[src/rtl/generic_fifo_sc_pf_if.sv]
// Producer/consumer-side bundle for generic_fifo_sc_pf.
// The master side drives writes, reads, flush and thresholds; the FIFO is the slave.
interface generic_fifo_sc_pf_if #(
    parameter int DW = 8,
    parameter int AW = 4
);
    logic          clr;
    logic [DW-1:0] din;
    logic          we;
    logic          re;
    logic [AW:0]   af_thr;
    logic [AW:0]   ae_thr;
    logic [DW-1:0] dout;
    logic          full;
    logic          empty;
    logic          almost_full;
    logic          almost_empty;
    logic [AW:0]   cnt;
    logic          ovf;
    logic          udf;

    modport master (
        output clr, din, we, re, af_thr, ae_thr,
        input  dout, full, empty, almost_full, almost_empty, cnt, ovf, udf
    );

    modport slave (
        input  clr, din, we, re, af_thr, ae_thr,
        output dout, full, empty, almost_full, almost_empty, cnt, ovf, udf
    );
endinterface

[src/rtl/generic_fifo_sc_pf.sv]
// Single-clock FIFO, DEPTH = 2**AW words of DW bits.
// Standard (registered, latency 1) or first-word-fall-through read mode,
// full-resolution occupancy, programmable almost-full/empty thresholds and
// sticky overflow/underflow flags. Requests that cannot be honoured are
// dropped without disturbing any other state.
module generic_fifo_sc_pf #(
    parameter int DW   = 8,
    parameter int AW   = 4,
    parameter int FWFT = 0
) (
    input  logic                  clk,
    input  logic                  rst,      // asynchronous, active low
    generic_fifo_sc_pf_if.slave   bus
);
    localparam int DEPTH = 1 << AW;
    localparam logic [AW:0] DEPTH_CNT = {1'b1, {AW{1'b0}}};

    logic [DW-1:0] mem [DEPTH];
    logic [AW-1:0] wr_ptr_reg;
    logic [AW-1:0] rd_ptr_reg;
    logic [AW:0]   cnt_reg;
    logic          ovf_reg;
    logic          udf_reg;

    logic          full;
    logic          empty;
    logic          wr_ok;
    logic          rd_ok;

    // Flags come straight from the registered count, so they settle one
    // cycle after the edge that moved it.
    assign full  = (cnt_reg == DEPTH_CNT);
    assign empty = (cnt_reg == '0);

    // Accept decisions use pre-edge state; a flush swallows both requests.
    assign wr_ok = bus.we & ~full  & ~bus.clr;
    assign rd_ok = bus.re & ~empty & ~bus.clr;

    // Storage array: no reset, written only on an accepted write.
    always_ff @(posedge clk) begin
        if (wr_ok)
            mem[wr_ptr_reg] <= bus.din;
    end

    // Pointers and occupancy; both pointers wrap naturally modulo DEPTH.
    always_ff @(posedge clk or negedge rst) begin
        if (!rst) begin
            wr_ptr_reg <= '0;
            rd_ptr_reg <= '0;
            cnt_reg    <= '0;
        end else if (bus.clr) begin
            wr_ptr_reg <= '0;
            rd_ptr_reg <= '0;
            cnt_reg    <= '0;
        end else begin
            if (wr_ok)
                wr_ptr_reg <= wr_ptr_reg + AW'(1);
            if (rd_ok)
                rd_ptr_reg <= rd_ptr_reg + AW'(1);
            case ({wr_ok, rd_ok})
                2'b10:   cnt_reg <= cnt_reg + (AW+1)'(1);
                2'b01:   cnt_reg <= cnt_reg - (AW+1)'(1);
                default: cnt_reg <= cnt_reg;
            endcase
        end
    end

    // Sticky error flags: any ungated request against a full/empty FIFO
    // latches until flush or reset. A flush cycle never sets them.
    always_ff @(posedge clk or negedge rst) begin
        if (!rst) begin
            ovf_reg <= 1'b0;
            udf_reg <= 1'b0;
        end else if (bus.clr) begin
            ovf_reg <= 1'b0;
            udf_reg <= 1'b0;
        end else begin
            ovf_reg <= ovf_reg | (bus.we & full);
            udf_reg <= udf_reg | (bus.re & empty);
        end
    end

    generate
        if (FWFT != 0) begin : g_fwft
            // Head word is always visible while data is present; the array
            // is read asynchronously so a fresh write shows one clock later.
            assign bus.dout = empty ? '0 : mem[rd_ptr_reg];
        end else begin : g_std
            logic [DW-1:0] dout_reg;

            // Registered read: load on an accepted read, hold otherwise.
            always_ff @(posedge clk or negedge rst) begin
                if (!rst)
                    dout_reg <= '0;
                else if (bus.clr)
                    dout_reg <= '0;
                else if (rd_ok)
                    dout_reg <= mem[rd_ptr_reg];
            end

            assign bus.dout = dout_reg;
        end
    endgenerate

    assign bus.full         = full;
    assign bus.empty        = empty;
    assign bus.almost_full  = (cnt_reg >= bus.af_thr);
    assign bus.almost_empty = (cnt_reg <= bus.ae_thr);
    assign bus.cnt          = cnt_reg;
    assign bus.ovf          = ovf_reg;
    assign bus.udf          = udf_reg;

endmodule

[src/flat_wrapper.sv]
// flat-port wrapper written by rule: the top's interface ports become plain ports
module generic_fifo_sc_pf_flat 
#(
    parameter int DW   = 8,
    parameter int AW   = 4,
    parameter int FWFT = 0
)
  (clk, rst, bus_clr, bus_din, bus_we, bus_re, bus_af_thr, bus_ae_thr, bus_dout, bus_full, bus_empty, bus_almost_full, bus_almost_empty, bus_cnt, bus_ovf, bus_udf);
  generic_fifo_sc_pf_if #(.DW(DW), .AW(AW)) bus_i ();
  input  logic clk;
  input  logic rst;
  input wire logic [$bits(bus_i.clr)-1:0] bus_clr;
  input wire logic [$bits(bus_i.din)-1:0] bus_din;
  input wire logic [$bits(bus_i.we)-1:0] bus_we;
  input wire logic [$bits(bus_i.re)-1:0] bus_re;
  input wire logic [$bits(bus_i.af_thr)-1:0] bus_af_thr;
  input wire logic [$bits(bus_i.ae_thr)-1:0] bus_ae_thr;
  output wire logic [$bits(bus_i.dout)-1:0] bus_dout;
  output wire logic [$bits(bus_i.full)-1:0] bus_full;
  output wire logic [$bits(bus_i.empty)-1:0] bus_empty;
  output wire logic [$bits(bus_i.almost_full)-1:0] bus_almost_full;
  output wire logic [$bits(bus_i.almost_empty)-1:0] bus_almost_empty;
  output wire logic [$bits(bus_i.cnt)-1:0] bus_cnt;
  output wire logic [$bits(bus_i.ovf)-1:0] bus_ovf;
  output wire logic [$bits(bus_i.udf)-1:0] bus_udf;
  assign bus_i.clr = bus_clr;
  assign bus_i.din = bus_din;
  assign bus_i.we = bus_we;
  assign bus_i.re = bus_re;
  assign bus_i.af_thr = bus_af_thr;
  assign bus_i.ae_thr = bus_ae_thr;
  assign bus_dout = bus_i.dout;
  assign bus_full = bus_i.full;
  assign bus_empty = bus_i.empty;
  assign bus_almost_full = bus_i.almost_full;
  assign bus_almost_empty = bus_i.almost_empty;
  assign bus_cnt = bus_i.cnt;
  assign bus_ovf = bus_i.ovf;
  assign bus_udf = bus_i.udf;
  generic_fifo_sc_pf #(.DW(DW), .AW(AW), .FWFT(FWFT)) u_core (.clk(clk), .rst(rst), .bus(bus_i));
endmodule
[config.mk]
export PLATFORM = sky130hd
export DESIGN_NAME = generic_fifo_sc_pf_flat
export DESIGN_NICKNAME = d
export VERILOG_FILES = /design/src/rtl/generic_fifo_sc_pf_if.sv /design/src/rtl/generic_fifo_sc_pf.sv /design/src/flat_wrapper.sv
export SDC_FILE = /design/constraint.sdc
export NUM_CORES = 1
export LEC_CHECK = 0
export ABC_CLOCK_PERIOD_IN_PS = 3600
export BUFFER_PORTS_ARGS = -buffer_cell sky130_fd_sc_hd__buf_2
export CORE_ASPECT_RATIO = 1.5
export CORE_MARGIN = 4
export CORE_UTILIZATION = 50
export DETAILED_ROUTE_END_ITERATION = 8
export GPL_ROUTABILITY_DRIVEN = 0
export GPL_TIMING_DRIVEN = 1
export PLACE_DENSITY = 0.75
export SLEW_MARGIN = 40
export SYNTH_ARGS = -nofsm -noshare
export SYNTH_HDL_FRONTEND = slang
export SYNTH_SLANG_ARGS = --single-unit
[constraint.sdc]
create_clock -name clk -period 3.6 [get_ports clk]
set_input_delay 0.18 -clock clk [delete_from_list [all_inputs] [get_ports clk]]
set_output_delay 0.18 -clock clk [all_outputs]
set_load 0.05 [all_outputs]
==> flow_summary.yaml <==
run_status:
  status: "finished, final reports clean"
cells_and_area:
  layout.cells.non_filler: 596
  fillers: 909
  fin_area_sq_mm: 0.007463
  diodes: 0
  finalNetCount: 468
  syn2layout_area_growth_pct: 16.19
  largest_reg_flops: 128
  layout-drive-gt1-share_pct: 26.59
  final_core_util_pct: 59.65
timing:
  hold_viol_final: 0
  slew_violations: 0
  slew_headroom_pct: 43.99
  period_share_pct: 80.94
  fin_crit_ns: 2.914
  fin_setup_tns_ns: 0
  setup_slack_ns: 0.6861
  setup_viol: 0
  tightest_slew_ns: 0.8401
  holdWs_ns: 0.1470
  fin_worst_skew_ns: 0.006391
  grt_setup_unrepaired: "false"
  fmax_mhz: 343.2
setup_path:
  crit_fanout: 11
  worst_setup_path_start_kind: "register"
  cp_top_family: "simple AND/OR/NAND/NOR gates"
  crit_chain: "or4_4 -> mux2i_1 -> and3_1 -> xor2_1 -> ha_1 -> nor2_1 -> nor3b_1 -> nor2_1 -> mux2i_1 -> mux2i_1"
  crit_type: "register to register"
  crit_path_top_delay_cell: "or4_4"
  required_ns: 3.94
  arrival_ns: 3.25
  end_kind: "register"
  slowest_delay_ns: 0.65
  critical_path.most_common_cell: "mux2i_1"
  crit_buf_inv: 0
worst_hold_path:
  hold_class: "input pin to register"
clock_tree:
  h-tree-depth: 4
  clockBufferDepth: 2
  post_cts_buffers: 0
  cts_made_buffers: 17
  root_buffer: "clkbuf_16"
  cts_tree: "done"
  insertion_delay_ns: 0.41
  path_clk_slew_ns: 0.06
  cts.sink_count: 151
drt:
  avgRoutedWirePerCell_microns: 22.32
  antenna_left: 0
  via_count: 3576
  drc: 0
  drt-pass1-iter-count: 5
  wl_mm: 13.30
  drt_iter0_drc: 291
  routed_via_density: 6.000
floorplanning:
  start_util_pct: 51.34
  die_y_microns: 146.8
  die_x_microns: 100.5
  rows: 50
  die_area_sq_mm: 0.01476
  ios: 42
  coreArea_sq_mm: 0.01251
global_route:
  grt_max_degree: 36
  grt_pass1_vias: 3778
  grt_pass1_wl_mm: 21.09
  grt_antenna_before_repair: 0
  grt_usage_pct: 19.39
  grt-ovfl-total: 0
pwr:
  finalPower_mw: 5.332
  vdd_ir_drop_max_uv: 500.1
  p_per_area_mw_per_mm2: 714.5
  power_leakage_nw: 2.666
yosys:
  yosys-top-cells-area: "edfxtp_1, mux4_2, dfrtp_1"
  synth_area_sq_mm: 0.006424
  synth.distinct_cells: 41
  async_reset_ff_share_pct: 15.23
  yosysSeqAreaShare_pct: 68.80
  synth_edf_count: 128
  synth_area_leader_cell: "edfxtp_1"
  synth_warnings: 0
  synthCells: 379
  synth-seq-cells: 151
  synth.avg_cell_area_sq_um: 16.95
  syn-num-nets: 419
  synth_ff_type: "edfxtp_1"
  synth_top_area_share_pct: 59.84
placement:
  placed_area_sq_mm: 0.006798
  post-place-ws_ns: 0.7891
  dp_hpwl_mm: 8.328
  numPortBuffers: 41
  dp.cells: 564
run:
  drv_cap: 0
## Yosys cell counts, types with 4 or more instances
cell      number
dfrtp_1       23
nand3b_1       4
buf_2          4
edfxtp_1     128
ha_1          17
nand3_1        9
inv_1         14
a21oi_1       10
nor2_1        32
mux4_2        32
xor2_1         6
o21a_1         4
o221ai_1       9
mux2i_1       21
nand2_1       14
nand2b_1       4
nor3_1         5
clkbuf_1      10
## worst register-to-register path, delay by kind of cell (launching register included)
kind          cells  cell delay [ns]
simple gates      5             1.30
mux               3             0.62
flops             1             0.50
fa+ha+maj         1             0.21
xor+xnor          1             0.20
## layer usage
layer	share of wire [%]	track usage, %	vias to the layer above
li1	-	-	1571
met1	37	23.29	1823
met2	54	33.23	154
met3	6.3	5.083	28
met4	2.9	7.350	0
met5	0	0	-
## power breakdown
part	internal (mW)	switching [mW]
clock	1.29	0.629
sequential	1.99	0.159
combinational	0.464	0.802
## cells in the final DEF, fill, tap and decap left out, drive strengths merged, types with 9 or more instances in the layout
cell type / synthesis / routed
mux2i: 21 / 21
nand3: 9 / 9
nand2: 14 / 14
mux4: 32 / 32
buf: 11 / 50
nor2: 32 / 32
a21oi: 10 / 10
dfrtp: 23 / 23
inv: 14 / 14
clkbuf: 10 / 20
ha: 17 / 17
o221ai: 9 / 9
edfxtp: 128 / 128
## path summary, 6_finish.rpt
check	cells past startpoint	from	slack [ns]	end
setup / recovery	10	u_core.bus.cnt[2]	0.69	u_core.bus.cnt[4]
hold / removal	3	bus_we	0.15	u_core.bus.ovf
setup reg to reg	10	u_core.bus.cnt[2]	0.69	u_core.bus.cnt[4]
hold reg to reg	2	u_core.bus.ovf	0.49	u_core.bus.ovf
max in group asynchronous	2	rst	2.89	u_core.rd_ptr_reg[1]
min in group asynchronous	2	rst	0.30	u_core.bus.cnt[2]
## kinds of logic after synthesis
family                     count (synthesis)  share of synthesized area (%)
DFF                                      151                          68.80
adders and majority gates                 17                          3.311
xor gates and xnor gates                   9                          1.227
muxes                                     53                          14.49
buffers and inverters                     35                          2.532
and+or+nand+nor                           80                          5.902
AOI/OAI and AO/OA                         34                          3.740
## cell type report
type / instances / area (sq um) / area share [%]
clock buffers: 20 / 436.7 / 5.851
clock inverters: 11 / 203.9 / 2.733
inverters: 14 / 52.55 / 0.7041
multi-input cells: 193 / 1857 / 24.88
flip-flops and latches: 151 / 4423 / 59.26
well taps: 156 / 195.2 / 2.615
repair buffers: 51 / 295.3 / 3.956
## repair_timing
item | in CTS | in global routing
hold buffers | 1 | 0
resized for setup | 0 | 0
endpoints found under the setup margin | 0 | 0
hold endpoints to repair | 23 | 0
Power figures use the tool's default switching activity.
